File: config.mk
export PLATFORM = sky130hd
export DESIGN_NAME = trial_tracker
export DESIGN_NICKNAME = d
export VERILOG_FILES = /design/src/rtl/trial_pkg.sv /design/src/rtl/edge_pulse.sv /design/src/rtl/trial_tracker.sv
export SDC_FILE = /design/constraint.sdc
export NUM_CORES = 1
export LEC_CHECK = 0
export BUFFER_PORTS_ARGS = -buffer_cell sky130_fd_sc_hd__buf_4
export CAP_MARGIN = 10
export CORE_MARGIN = 2
export CORE_UTILIZATION = 30
export CTS_CLUSTER_SIZE = 25
export DETAILED_ROUTE_END_ITERATION = 8
export PLACE_DENSITY = 0.52
export SYNTH_ARGS = -nofsm -noshare
export SYNTH_HDL_FRONTEND = slang
export SYNTH_SLANG_ARGS = --single-unit
export TNS_END_PERCENT = 100
File: constraint.sdc
create_clock -name clk -period 2.5 [get_ports clk]
set_input_delay 0 -clock clk [delete_from_list [all_inputs] [get_ports clk]]
set_output_delay 0 -clock clk [all_outputs]
set_load 0.1 [all_outputs]
File: src/rtl/trial_pkg.sv
// Shared definitions for the multi-player trial tracker: state encoding and
// the player-index width helper.
package trial_pkg;

  typedef enum logic [1:0] {
    ST_IDLE = 2'd0,
    ST_PLAY = 2'd1,
    ST_WON  = 2'd2,
    ST_LOST = 2'd3
  } state_t;

  // Player-index width; a single player still needs a 1-bit turn port.
  function automatic int pw(input int n);
    return (n <= 1) ? 1 : $clog2(n);
  endfunction

endpackage

File: src/rtl/edge_pulse.sv
// Turns a synchronised level into a single-cycle pulse on the selected edge
// (EDGE=0: falling, EDGE=1: rising).
module edge_pulse #(
  parameter bit EDGE = 1'b0
) (
  input  logic clk,
  input  logic rst,
  input  logic level,
  output logic pulse
);

  logic r_q;

  // Reset to the inactive level so a button held through reset yields no pulse.
  always_ff @(posedge clk or posedge rst) begin
    if (rst) r_q <= EDGE;
    else     r_q <= level;
  end

  assign pulse = EDGE ? (~r_q & level) : (r_q & ~level);

endmodule

File: src/rtl/trial_tracker.sv
// Round-robin per-player attempt counter for the guessing game; converts
// submit edges into guesses and declares WON or LOST.
module trial_tracker
  import trial_pkg::*;
#(
  parameter  int N_PLAYERS   = 2,
  parameter  int CNT_W       = 4,
  parameter  bit SUBMIT_EDGE = 1'b0,
  localparam int PW          = pw(N_PLAYERS)
) (
  input  logic                       clk,
  input  logic                       rst,
  input  logic                       start,
  input  logic                       submit,
  input  logic                       correct,
  input  logic [CNT_W-1:0]           trials,
  output logic [N_PLAYERS*CNT_W-1:0] count,
  output logic [PW-1:0]              turn,
  output logic [CNT_W-1:0]           remaining,
  output logic [1:0]                 state_o,
  output logic                       over,
  output logic                       win,
  output logic [PW-1:0]              winner
);

  localparam logic [PW-1:0] LAST = PW'(N_PLAYERS - 1);

  state_t           r_state;
  logic [CNT_W-1:0] r_count [N_PLAYERS];
  logic [CNT_W-1:0] r_trials;
  logic [PW-1:0]    r_turn;
  logic [PW-1:0]    r_winner;
  logic             r_over;
  logic             r_win;

  logic             w_ev;
  logic [CNT_W-1:0] w_next_cnt;

  edge_pulse #(.EDGE(SUBMIT_EDGE)) u_edge (
    .clk   (clk),
    .rst   (rst),
    .level (submit),
    .pulse (w_ev)
  );

  assign w_next_cnt = r_count[r_turn] + CNT_W'(1);

  // NOTE: sequential state uses <= so every register samples pre-edge values.
  always_ff @(posedge clk or posedge rst) begin
    if (rst) begin
      r_state  <= ST_IDLE;
      r_trials <= '0;
      r_turn   <= '0;
      r_winner <= '0;
      r_over   <= 1'b0;
      r_win    <= 1'b0;
      // NOTE: the counter array is a handful of flops, not RAM, so it is reset.
      for (int p = 0; p < N_PLAYERS; p++) r_count[p] <= '0;
    end else if (start && (trials != '0)) begin
      // start outranks a coincident guess event, which is simply dropped.
      r_state  <= ST_PLAY;
      r_trials <= trials;
      r_turn   <= '0;
      r_winner <= '0;
      r_over   <= 1'b0;
      r_win    <= 1'b0;
      for (int p = 0; p < N_PLAYERS; p++) r_count[p] <= '0;
    end else if ((r_state == ST_PLAY) && w_ev) begin
      r_count[r_turn] <= w_next_cnt;
      if (correct) begin
        r_state  <= ST_WON;
        r_winner <= r_turn;
        r_win    <= 1'b1;
        r_over   <= 1'b1;
      end else if ((r_turn == LAST) && (w_next_cnt == r_trials)) begin
        r_state <= ST_LOST;
        r_over  <= 1'b1;
      end else begin
        r_turn <= (r_turn == LAST) ? '0 : r_turn + PW'(1);
      end
    end
  end

  always_comb begin
    remaining = '0;
    case (r_state)
      ST_PLAY, ST_LOST: remaining = r_trials - r_count[r_turn];
      ST_WON:           remaining = r_trials - r_count[r_winner];
      default:          remaining = '0;
    endcase
  end

  for (genvar g = 0; g < N_PLAYERS; g++) begin : g_pack
    assign count[g*CNT_W +: CNT_W] = r_count[g];
  end

  assign turn    = r_turn;
  assign state_o = r_state;
  assign over    = r_over;
  assign win     = r_win;
  assign winner  = r_winner;

endmodule

**Yosys cells after proc, flatten, opt, wreduce, memory -nomap -nowiden**

Index checks and enable logic that the tools add are counted.

- Register bits: 19
- Bits in latches: 0
- RAM bits: 0
- ROM bits: 0
- Input port bits: 9
- Word-level logic and storage cells: 69
- Memories kept: 0

- Add/subtract/negate cells: 4
- Multiply operators: 0
- Divide/modulo/power cells: 0
- Order comparisons: 3
- Equality and inequality tests: 6
- Shift-type cells: 0
- Muxes and demuxes: 31
- Bitwise gates (word level): 4
- Reduce and logical (&&, ||, !) cells: 12

Operators by type and width:

| cell | count |
|---|---|
| 4-bit 2-to-1 mux | 7 |
| 8-bit 2-to-1 mux | 2 |
| 1-bit 2-to-1 mux | 15 |
| 8-bit bitwise mux | 1 |
| 2-bit 2-to-1 mux | 4 |
| 4-bit case mux with 2 select lines | 1 |
| 4-bit subtractor | 2 |
| 4-bit by 1-bit adder with 4-bit output (second input constant) | 1 |
| 4-bit demux with 1-bit select | 1 |
| 2-bit == test (second input constant) | 2 |
| 4-bit == test | 1 |
| 2-bit greater-or-equal comparator (second input constant) | 2 |
| 1-bit logical AND | 4 |
| 1-bit NOT with 2-bit output | 2 |
| 2-bit AND reduction | 2 |
| 2-bit nonzero test | 2 |
| 4-bit nonzero test | 1 |
| 3-bit AND reduction | 1 |
| 3-bit nonzero test | 1 |
| 2-bit by 1-bit == test with 1-bit output (second input constant) | 1 |
| 2-bit by 1-bit less-than comparator with 1-bit output (second input constant) | 1 |
| 2-bit by 1-bit != test with 1-bit output (second input constant) | 1 |
| 2-bit != test (second input constant) | 1 |
| 2-bit OR reduction | 1 |
| other kinds (3) | 3 |

**Depth between registers and ports, before layout**

Gate-level depths: netlist (run 1).

- Depth after elaboration: 11
- Depth in mapped cells: 9
- Mapped depth without buffers: 9

**Modules after synthesis**

Synthesis (run 1) repeated with hierarchy kept, for this count alone.

- Cells, all modules: 115
- Area, all modules: 1,137.3 um^2

Modules (own cells, without submodules):

| module | instances | cells an instance | area an instance (um^2) | sequential area each (um^2) |
|---|---|---|---|---|
| trial_tracker | 1 | 112 | 1,094.8 | 425.4 |
| edge_pulse | 1 | 3 | 42.5 | 25.0 |

**Worst setup path after synthesis (run 1)**

OpenSTA, ideal clock, no wires.

- Path type: reg2out
- Start point: register r_state[0], in the netlist state_o[0]
- End point: output remaining[3]
- Arrival: 4.049 ns
- Setup slack: -1.549 ns
- Cell stages (with the launch flop): 9
- Buffers on the path: 0
- Path through: dfrtp_1 -> nand2b_4 -> mux2i_4 -> mux2i_1 -> ha_1 -> a21o_1 -> a21oi_1 -> xnor3_1 -> nor2_1

- Longest elaborated chain between the ends: 3
- Elaborated cells on any way between the ends: 5
- Classes of those cells: 3 x eq/ne; 1 x mux; 1 x reduce/logical

RTL lines:

| what | line | RTL |
|---|---|---|
| from (decl) | trial_tracker.sv:28 | `state_t r_state;` |
| from (signal assigned) | trial_tracker.sv:51 | `r_state <= ST_IDLE;` |
| from (signal assigned) | trial_tracker.sv:61 | `r_state <= ST_PLAY;` |
| from (signal assigned) | trial_tracker.sv:71 | `r_state <= ST_WON;` |
| 2-bit by 1-bit == test with 1-bit output / 2-bit == test (equally long branches) | trial_tracker.sv:86 | `case (r_state)` |
| 2-bit OR reduction | trial_tracker.sv:86 |  |
| 4-bit case mux with 2 select lines * | trial_tracker.sv:86 |  |
| to (decl) | trial_tracker.sv:19 | `output logic [CNT_W-1:0] remaining,` |

Every way passes the cells marked *; elsewhere a longest branch is shown, timed or not.

**Final worst setup path (run 1)**

Ends and elaborated chain as after synthesis.

==> results.txt, run 1 <==
Area Overhead vs Synth = 43.4%
Clk pwr share = 22.6%
R2R Setup Slk = 360 ps
worst slew pin tran = 732 ps
Clock Skew = 2.45 ps
via count = 909
Starting DRT DRC Count = 21
Cell variety after synth = 31
commonest non-fill, non-tap cell in the layout = buf_4
Min-Delay Startpoint = start
Routed Antenna Nets = 0
Tmin final = 2460 ps
syn avg cell area = 9.79 um2
leading area contributor after synthesis = dfrtp_1
vias in the first global route = 945
total track usage = 13.1%
Critical Path RT = 2500 ps
RSZ-0062 raised after global routing = true
Worst-Skew Late Latency = 250 ps
slew margin rel. = 50.7%
total routed wirelength = 2510 um
sequential share of power = 34.8%
Internal = 0.000557 W
first-pass GRT wire length = 4310 um
Final Setup Violations = 0
max frequency = 406 MHz
CTS tree = built
CP startpoint = state_o[0]$_DFFE_PP0P_
Post-Route Utilization = 44.4%
DIE WIDTH = 65.0 um
Clock Pin Slew Worst Setup and Hold Paths = 70 ps
VDD IR max = 0.251 mV
power per cell area = 582 nW/um2
post-synth top area share = 40.4%
Slew Viols, Final = 0
Sink Count = 18
Bufs on Longest Clock Path = 2
worst r2r path cells = 8
top cells by area, synth = dfrtp_1, nand2_1, xnor2_1
I/O pin count = 27
largest net degree at the start of global routing = 19
Final nets = 168
Tcrit/Tclk final = 98.5%
outcome = completed
CTS root buffer = clkbuf_8
endpoints failing hold = 0
WP data arrival = 2460 ps
reg-to-reg endpoint = turn$_DFFE_PP0P_
hold endpoint = r_trials[0]$_DFFE_PP0P_
CP Max Fanout = 4
Seq/Total Area, Yosys = 40.4%
number of max-cap violations = 0
gpl congestion = 0.739
HPWL after DPL = 1880 um
Die Area = 4220 um2
die span in y = 65.0 um
Combinational Power Share = 42.6%
leak pwr = 0.732 nW
most frequent cells in the layout = buf_4, nand2_1, dfrtp_1
Cells after Synth = 114
CTS H-tree lvls = 1
Avg WL per Cell = 12.5 um
synthesized area = 1120 um2
# diodes = 0
layout cell share with drive strength beyond 1 = 34.6%
WHS Path Cells = 3
Post-Syn Nets = 128
Post-Place Cells = 185
crit end category = output port
R2R Path Start = turn$_DFFE_PP0P_
Port Buf Inserts = 26
Synth warnings = 0
CP Class = register to output port
switching fraction of total power = 40.2%
Rows = 22
Via density = 4.52
antenna violations before repair = 0
router iterations before antenna repair = 4
flops & latches, synth = 18
Starting Density = 31.0%
Post-route DRC = 0
core area = 3610 um2
Overflow after GRT = 0
HP Class = input port to register
Net Switching = 0.000375 W
CTS buffer count = 3
non-filler cells, final = 201
element type at the critical path start = register
## flip-flops by register name (all words and copies together), names as in the netlist
register,count
count,8
turn,1
win,1
r_trials,4
u_edge.r_q,1
state_o,2
winner,1
## power by group through the flow
stage,Clock (W),Combinational (W),Sequential (W)
2_1_floorplan,0,0.000232,0.000381
3_3_place_gp,0,0.000350,0.000331
3_5_place_dp,0,0.000351,0.000331
4_1_cts,0.000215,0.000386,0.000325
5_1_grt,0.000230,0.000417,0.000327
6_report,0.000211,0.000396,0.000324
## critical path, cell delays in order (launching register included)
cell and delay [ps]:
dfrtp_4 480, nand2b_4 150, mux2i_4 220, mux2i_2 260
ha_1 250, a21o_1 160, a21oi_2 130, xnor3_1 260
nor2_4 120, buf_12 180
## cell usage after synthesis (all sizes together)
cell type,n
ha,4
o41a,1
nand4,1
nor2b,1
nand2b,3
mux2,4
and2b,1
o21ai,3
a21o,1
xnor3,1
inv,3
a21oi,5
clkbuf,1
buf,4
nand2,19
fa,1
nor2,15
mux2i,6
o41ai,1
and4bb,1
a211oi,1
dfrtp,18
nand3,6
xnor2,8
xor2,5
## worst max-delay path by stage
stage / end / slack (ps)
global route: remaining[3] / -100
floorplan: remaining[3] / -260
global placement: remaining[3] / 120
finish: remaining[3] / 40
detailed placement: remaining[3] / 90
CTS: remaining[1] / 10
## layer usage
metal / wire (um) / up-vias / GRT usage (%)
met1: 1180 / 431 / 17.2
met4: 12 / 0 / 3.19
li1: - / 461 / -
met5: 0 / - / 0
met3: 97 / 2 / 2.26
met2: 1220 / 15 / 22.4
## what timing repair did
item / 4_1_cts / 5_1_grt
gates resized for setup: 5 / 4
pin swaps: 3 / 0
buffers inserted: 3 / 0
hold buffers: 9 / 0
hold endpoints to repair: 23 / 0
endpoints found under the setup margin: 2 / 3
## stage by stage
step           hold slack [ps]  total power [W]  cell area, um2  setup TNS [ps]  worst slack [ps]
6_report                  16.7         0.000932            1600               0              38.4
3_3_place_gp               119         0.000681            1400               0               120
3_5_place_dp               123         0.000683            1400               0              88.1
2_1_floorplan            -61.5         0.000613            1160            -259              -259
5_1_grt                   54.1         0.000975            1600            -158              -103
4_1_cts                   11.5         0.000926            1580               0              14.3
## kinds of logic after synthesis
family / Yosys count / synth area share, %
simple gates: 47 / 19.4
flops: 18 / 40.4
xor+xnor: 14 / 12.2
compound gates: 12 / 7.40
mux: 10 / 10.9
buf+inv: 8 / 3.47
fa+ha+maj: 5 / 6.28
## area by class of cell
cell class	count	area, um2
fill	359	2010
multi-input combinational	88	672
tap	48	60.1
timing repair buffer	40	352
clock buffer	4	45.0
inverter	3	11.3
sequential	18	460
Power figures use the tool's default switching activity.
==> run 2, diff against run 1 <==
--- a/config.mk
+++ b/config.mk
@@ -12,6 +12,7 @@
 export CTS_CLUSTER_SIZE = 25
 export DETAILED_ROUTE_END_ITERATION = 8
 export PLACE_DENSITY = 0.52
+export SETUP_SLACK_MARGIN = 0.3
 export SYNTH_ARGS = -nofsm -noshare
 export SYNTH_HDL_FRONTEND = slang
 export SYNTH_SLANG_ARGS = --single-unit
==> run 2 against run 1 <==
Compared with the run above: final cell count up 1.0%; non-clock buffer count is 2 higher; worst hold slack got worse by 2.5 ps; fmax decreased by 1.6%; die area stayed put; the run now ends with setup timing left; setup slack lost 39 ps; clock skew rose by 4.0 ps.
==> results.txt, run 2 (synthesized netlist as in run 1, its figures left out) <==
Post-route DRC = 0 (unchanged)
Final nets = 170 (+1.2%)
crit end category = output port
CTS buffer count = 3 (unchanged)
# diodes = 0 (unchanged)
Starting DRT DRC Count = 26 (+24%)
element type at the critical path start = register
CP startpoint = state_o[0]$_DFFE_PP0P_
endpoints failing hold = 0 (unchanged)
Clk pwr share = 21.8% (-0.8 points)
Bufs on Longest Clock Path = 2 (unchanged)
Area Overhead vs Synth = 48.5%
Tcrit/Tclk final = 100% (+1.6 points)
setup slack after layout = -0.342 ps (-38.8 ps)
total power = 0.000951 W (+2.1%)
Tmin final = 2500 ps (+38.8 ps)
R2R Path Start = turn$_DFFE_PP0P_
slew margin rel. = 49.6% (-1.1 points)
outcome = finished, violations left
Internal = 0.000575 W (+3.1%)
Worst-Skew Late Latency = 250 ps (about the same)
CTS H-tree lvls = 1 (unchanged)
Sink Count = 18 (unchanged)
R2R Setup Slk = 490 ps (+130 ps)
leak pwr = 0.742 nW (+1.3%)
Clock Pin Slew Worst Setup and Hold Paths = 70 ps (about the same)
switching fraction of total power = 39.6% (-0.62 points)
first-pass GRT wire length = 4370 um (+1.3%)
Net Switching = 0.000376 W (+0.48%)
HP Class = input port to register
Clock Skew = 6.44 ps (+4.00 ps)
core area = 3610 um2 (unchanged)
I/O pin count = 27 (unchanged)
CP Max Fanout = 3 (-1)
sequential cell area = 462 um2 (+0.27%)
Slew Viols, Final = 0 (unchanged)
sequential share of power = 34.2% (-0.6 points)
reg-to-reg endpoint = turn$_DFFE_PP0P_
Routed Antenna Nets = 0 (unchanged)
crit path to = remaining[3]
Die Area = 4220 um2 (unchanged)
most frequent cells in the layout = buf_4, nand2_1, dfrtp_1
Final Setup Violations = 1 (+1)
vias in the first global route = 940 (-0.53%)
Starting Density = 31.0% (unchanged)
layout cell share with drive strength beyond 1 = 37.4% (+2.8 points)
failing checks = setup timing
number of max-cap violations = 0 (unchanged)
Combinational Power Share = 44.0% (+1.4 points)
die span in y = 65.0 um (unchanged)
Avg WL per Cell = 12.2 um (-1.9%)
power per cell area = 574 nW/um2 (-1.5%)
router iterations before antenna repair = 4 (unchanged)
max reg flops = 8 (unchanged)
RSZ-0062 raised after global routing = true
area of the multi-input gates = 698 um2 (+3.9%)
worst r2r path cells = 8 (unchanged)
Overflow after GRT = 0 (unchanged)
worst slew pin tran = 748 ps (+16.4 ps)
CTS tree = built
Hold WS = 14.3 ps (-2.45 ps)
number of fill cells = 369 (+2.8%)
WP data arrival = 2500 ps (+40 ps)
Critical Path RT = 2500 ps (about the same)
largest net degree at the start of global routing = 19 (unchanged)
DIE WIDTH = 65.0 um (unchanged)
CP Class = register to output port
total routed wirelength = 2480 um (-0.96%)
VDD IR max = 0.287 mV (+14%)
Rows = 22 (unchanged)
commonest non-fill, non-tap cell in the layout = buf_4
max frequency = 400 MHz (-1.6%)
Port Buf Inserts = 26 (unchanged)
via count = 912 (+0.33%)
Via density = 4.49 (-0.66%)
total track usage = 13.3% (+0.21 points)
CTS root buffer = clkbuf_8
gpl congestion = 0.741 (+0.34%)
HPWL after DPL = 1850 um (-1.6%)
antenna violations before repair = 0 (unchanged)
## run 2: cell count changes in the layout (fill, tap and decap cells not counted)
cell	before	now
ha_1	4	3
ha_4	0	1
xnor2_4	0	1
xnor2_2	1	0
fa_2	0	1
inv_1	3	2
dlygate4sd3_1	9	10
dfrtp_2	2	3
buf_12	2	3
inv_2	0	1
dfrtp_1	14	13
fa_1	1	0
## run 2: power by group through the flow
stage,Clock [W],Sequential (W),Combinational (W)
2_1_floorplan,0,0.000381,0.000239
3_3_place_gp,0,0.000331,0.000353
3_5_place_dp,0,0.000332,0.000354
4_1_cts,0.000217,0.000325,0.000418
5_1_grt,0.000227,0.000327,0.000443
6_report,0.000207,0.000325,0.000419
## run 2: repair_timing
item                                   in CTS  in global routing
endpoints found under the hold margin      23                  0
pin swaps                                   3                  0
resized for setup                          12                  2
hold buffers                               10                  0
buffers inserted                            5                  0
setup endpoints to repair                   4                  4
## run 2: layout make-up
cell class | instances | share of cell area [%]
Sequential cell | 18 | 27.8
Clock buffer | 4 | 2.72
Multi-Input combinational cell | 88 | 42.1
Inverter | 3 | 0.679
Tap cell | 48 | 3.62
Timing Repair Buffer | 42 | 23.0
## run 2: stage by stage
stage          worst slack, ps  setup TNS (ps)  std cells  util (%)  instance area (um2)
4_1_cts                  -16.1           -16.1        203      45.9                 1650
5_1_grt                   -130            -196        203      46.0                 1660
6_report                -0.342          -0.342        203      46.0                 1660
3_3_place_gp               132               0        184      39.2                 1410
2_1_floorplan             -208            -208        114         -                 1190
3_5_place_dp              46.0               0        184      39.2                 1410
## run 2: critical path, cell delays in order, from the launching register on
cell	delay, ps
dfrtp_4	480
nand2b_4	150
mux2i_4	210
mux2i_2	260
ha_1	270
a21o_1	170
a21oi_2	140
xnor3_1	270
nor2_4	120
buf_12	180
## run 2: layer usage
metal / share of wire, % / wire [um] / GRT usage, % / vias up
met5: 0 / 0 / 0 / -
met4: 0.28 / 7 / 1.60 / 0
met3: 5.4 / 134 / 3.82 / 2
met2: 46 / 1140 / 22.2 / 28
met1: 48 / 1200 / 17.6 / 416
li1: - / - / - / 466
## run 2: worst min path at each step
stage | from | endpoint | slack, ps | cells after the start
floorplan | rst | count[0]$_DFFE_PP0P_ | -60 | 1
global placement | submit | u_edge.r_q$_DFF_PP0_ | 120 | 1
detailed placement | submit | u_edge.r_q$_DFF_PP0_ | 120 | 1
CTS | correct | win$_DFFE_PP0P_ | 10 | 3
global route | correct | winner$_DFFE_PP0P_ | 40 | 3
finish | correct | win$_DFFE_PP0P_ | 10 | 3
==> run 3, diff against run 2 <==
--- a/config.mk
+++ b/config.mk
@@ -5,13 +5,14 @@
 export SDC_FILE = /design/constraint.sdc
 export NUM_CORES = 1
 export LEC_CHECK = 0
+export ABC_AREA = 1
 export BUFFER_PORTS_ARGS = -buffer_cell sky130_fd_sc_hd__buf_4
 export CAP_MARGIN = 10
 export CORE_MARGIN = 2
 export CORE_UTILIZATION = 30
 export CTS_CLUSTER_SIZE = 25
 export DETAILED_ROUTE_END_ITERATION = 8
-export PLACE_DENSITY = 0.52
+export PLACE_DENSITY = 0.51
 export SETUP_SLACK_MARGIN = 0.3
 export SYNTH_ARGS = -nofsm -noshare
 export SYNTH_HDL_FRONTEND = slang
==> run 3 against run 2 <==
Compared with the run above: the flow now finishes without violations; synthesized cell count rose by 48%; global-route usage rose by 0.63 points; fmax rose by 11%; sequential share of layout area fell by 2.9 points; first-iteration DRC count rose by 35%; flip-flop and latch count did not move; largest power group unchanged; highest routed layer unchanged.
==> results.txt, run 3 <==
antenna violations before repair = 0 (unchanged)
R2R Path Start = turn$_DFFE_PP0P_
Overflow after GRT = 0 (unchanged)
Rows = 23 (+4.5%)
Bufs on Longest Clock Path = 2 (unchanged)
sequential cell area = 468 um2 (+1.4%)
number of fill cells = 421 (+14%)
Synth warnings = 0 (unchanged)
die span in y = 69.9 um (+7.6%)
Sink Count = 18 (unchanged)
Finished Cell Area = 1880 um2 (+13%)
element type at the critical path start = register
WP data arrival = 2260 ps (-240 ps)
Final Setup Violations = 0 (-1)
CTS H-tree lvls = 1 (unchanged)
Avg WL per Cell = 12.4 um (+1.5%)
Min-Delay Startpoint = trials[1]
via count = 1239 (+36%)
# diodes = 0 (unchanged)
most frequent cells in the layout = buf_4, nand2_1, inv_1
Routed Antenna Nets = 0 (unchanged)
gpl congestion = 0.904 (+22%)
first-pass GRT wire length = 5540 um (+27%)
max reg flops = 8 (unchanged)
leading area contributor after synthesis = dfrtp_1
leak pwr = 0.879 nW (+18%)
CTS buffer count = 3 (unchanged)
DIE WIDTH = 69.9 um (+7.6%)
Port Buf Inserts = 26 (unchanged)
Starting DRT DRC Count = 35 (+35%)
CTS root buffer = clkbuf_8
number of synthesized flops with an enable pin = 0 (unchanged)
commonest non-fill, non-tap cell in the layout = buf_4
VDD IR max = 0.362 mV (+26%)
HPWL after DPL = 2520 um (+36%)
HP Class = input port to register
Cell variety after synth = 23 (-26%)
Clock Pin Slew Worst Setup and Hold Paths = 70 ps (about the same)
crit end category = output port
Clock Skew = 7.57 ps (+1.12 ps)
Worst-Skew Late Latency = 260 ps (about the same)
CP Max Fanout = 7 (+4)
total power = 0.00158 W (+66%)
Tmin final = 2260 ps (-241 ps)
top-count cell post-synth = nand2_1
I/O pin count = 27 (unchanged)
CP Class = register to output port
setup TNS = 0 ps (+0.342 ps)
Post-Place Cell Area = 1600 um2 (+13%)
Slew Viols, Final = 0 (unchanged)
worst slack, placed = 320 ps (+274 ps)
endpoints failing hold = 0 (unchanged)
post-synth top area share = 34.5% (-5.8 points)
slew margin rel. = 52.9% (+3.4 points)
RSZ-0062 raised after global routing = true
Area Overhead vs Synth = 44.0%
Final nets = 230 (+35%)
area of the multi-input gates = 793 um2 (+14%)
Critical Path RT = 2500 ps (about the same)
router iterations before antenna repair = 4 (unchanged)
Die Area = 4890 um2 (+16%)
Via density = 4.68 (+4.1%)
CP startpoint = turn$_DFFE_PP0P_
flops & latches, synth = 18 (unchanged)
setup slack after layout = 240 ps (+241 ps)
power per cell area = 840 nW/um2 (+47%)
Tcrit/Tclk final = 90.4% (-9.6 points)
top cells by area, synth = dfrtp_1, nand2_1, o21ai_0
most frequent cells after synthesis = nand2_1, inv_1, o21ai_0
total track usage = 13.9% (+0.63 points)
max frequency = 443 MHz (+11%)
Starting Density = 31.9% (+0.95 points)
core area = 4090 um2 (+13%)
syn avg cell area = 7.71 um2 (-21%)
total routed wirelength = 3290 um (+33%)
Post-route DRC = 0 (unchanged)
Synth async-reset ratio = 100% (unchanged)
Seq/Total Area, Yosys = 34.5% (-5.8 points)
vias in the first global route = 1229 (+31%)
synthesized area = 1300 um2 (+17%)
Post-Syn Nets = 183 (+43%)
most used flip-flop cell after synthesis = dfrtp_1
Cells after Synth = 169 (+48%)
layout cell share with drive strength beyond 1 = 44.2% (+6.8 points)
CTS tree = built
number of max-cap violations = 0 (unchanged)
worst slew pin tran = 705 ps (-43.3 ps)
largest net degree at the start of global routing = 19 (unchanged)
outcome = completed
run 3: cell count changes in the layout (fill, tap and decap cells not counted), moves of 7 or more:
cell / delta
inv_1: +22
o21ai_0: +18
nand2_1: +14
buf_4: +8
nand2_2: +7
nand2_4: +7
run 3: through the flow:
step           util (%)  hold WS (ps)  instances
2_1_floorplan         -         -61.9        169
3_3_place_gp       39.2           121        243
3_5_place_dp       39.2           119        243
4_1_cts            44.0          29.5        257
5_1_grt            45.9          39.6        265
6_report           45.9          25.5        265
run 3: cells by family after synthesis:
family,synth area share (%)
AOI/OAI and AO/OA,12.1
buffers and inverters,10.4
and+or+nand+nor,35.6
xor gates and xnor gates,2.02
adders and majority gates,5.37
DFF,34.5
run 3: report_power, final:
| group | switching (W) | leakage, nW | internal [W] |
|---|---|---|---|
| registers | 0.0000376 | 0.218 | 0.000323 |
| logic | 0.000647 | 0.632 | 0.000328 |
| clock network | 0.000101 | 0.0288 | 0.000140 |
run 3: cell type report:
cell class / instances / area share, %
clock buffers: 4 / 2.93
inverters: 29 / 6.20
multi-input cells: 120 / 42.3
flip-flops and latches: 18 / 24.9
well taps: 50 / 3.33
repair buffers: 44 / 20.3
run 3: critical path, stage by stage (launching register included):
cell and delay (ps):
dfrtp_4 550, inv_8 110, nand2_4 50, nand2_4 70
inv_2 40, o21ai_2 110, ha_2 190, inv_2 40
fa_2 520, inv_2 40, nor2_4 90, buf_12 180
run 3: worst paths after layout:
kind / endpoint / slack (ps) / cells after the start
hold reg to reg: win$_DFFE_PP0P_ / 520 / 2
max in group asynchronous: turn$_DFFE_PP0P_ / 1560 / 3
setup reg to reg: turn$_DFFE_PP0P_ / 460 / 16
setup / recovery: remaining[1] / 240 / 11
hold / removal: r_trials[1]$_DFFE_PP0P_ / 30 / 3
min in group asynchronous: state_o[1]$_DFFE_PP0P_ / 410 / 3
run 3: per-layer routing:
layer | share of wire (%) | track usage (%) | up-vias
met3 | 2.7 | 2.31 | 5
met2 | 50 | 24.2 | 18
met4 | 1.3 | 3.85 | 0
met1 | 46 | 17.8 | 583
li1 | - | - | 633
met5 | 0 | 0 | -
run 3: timing repair:
item                                    4_1_cts  5_1_grt
endpoints found under the hold margin        21        0
resized for setup                            13        4
hold buffers                                  4        0
endpoints found under the setup margin        3        4
pin swaps                                     4        7
setup buffers                                 6        8
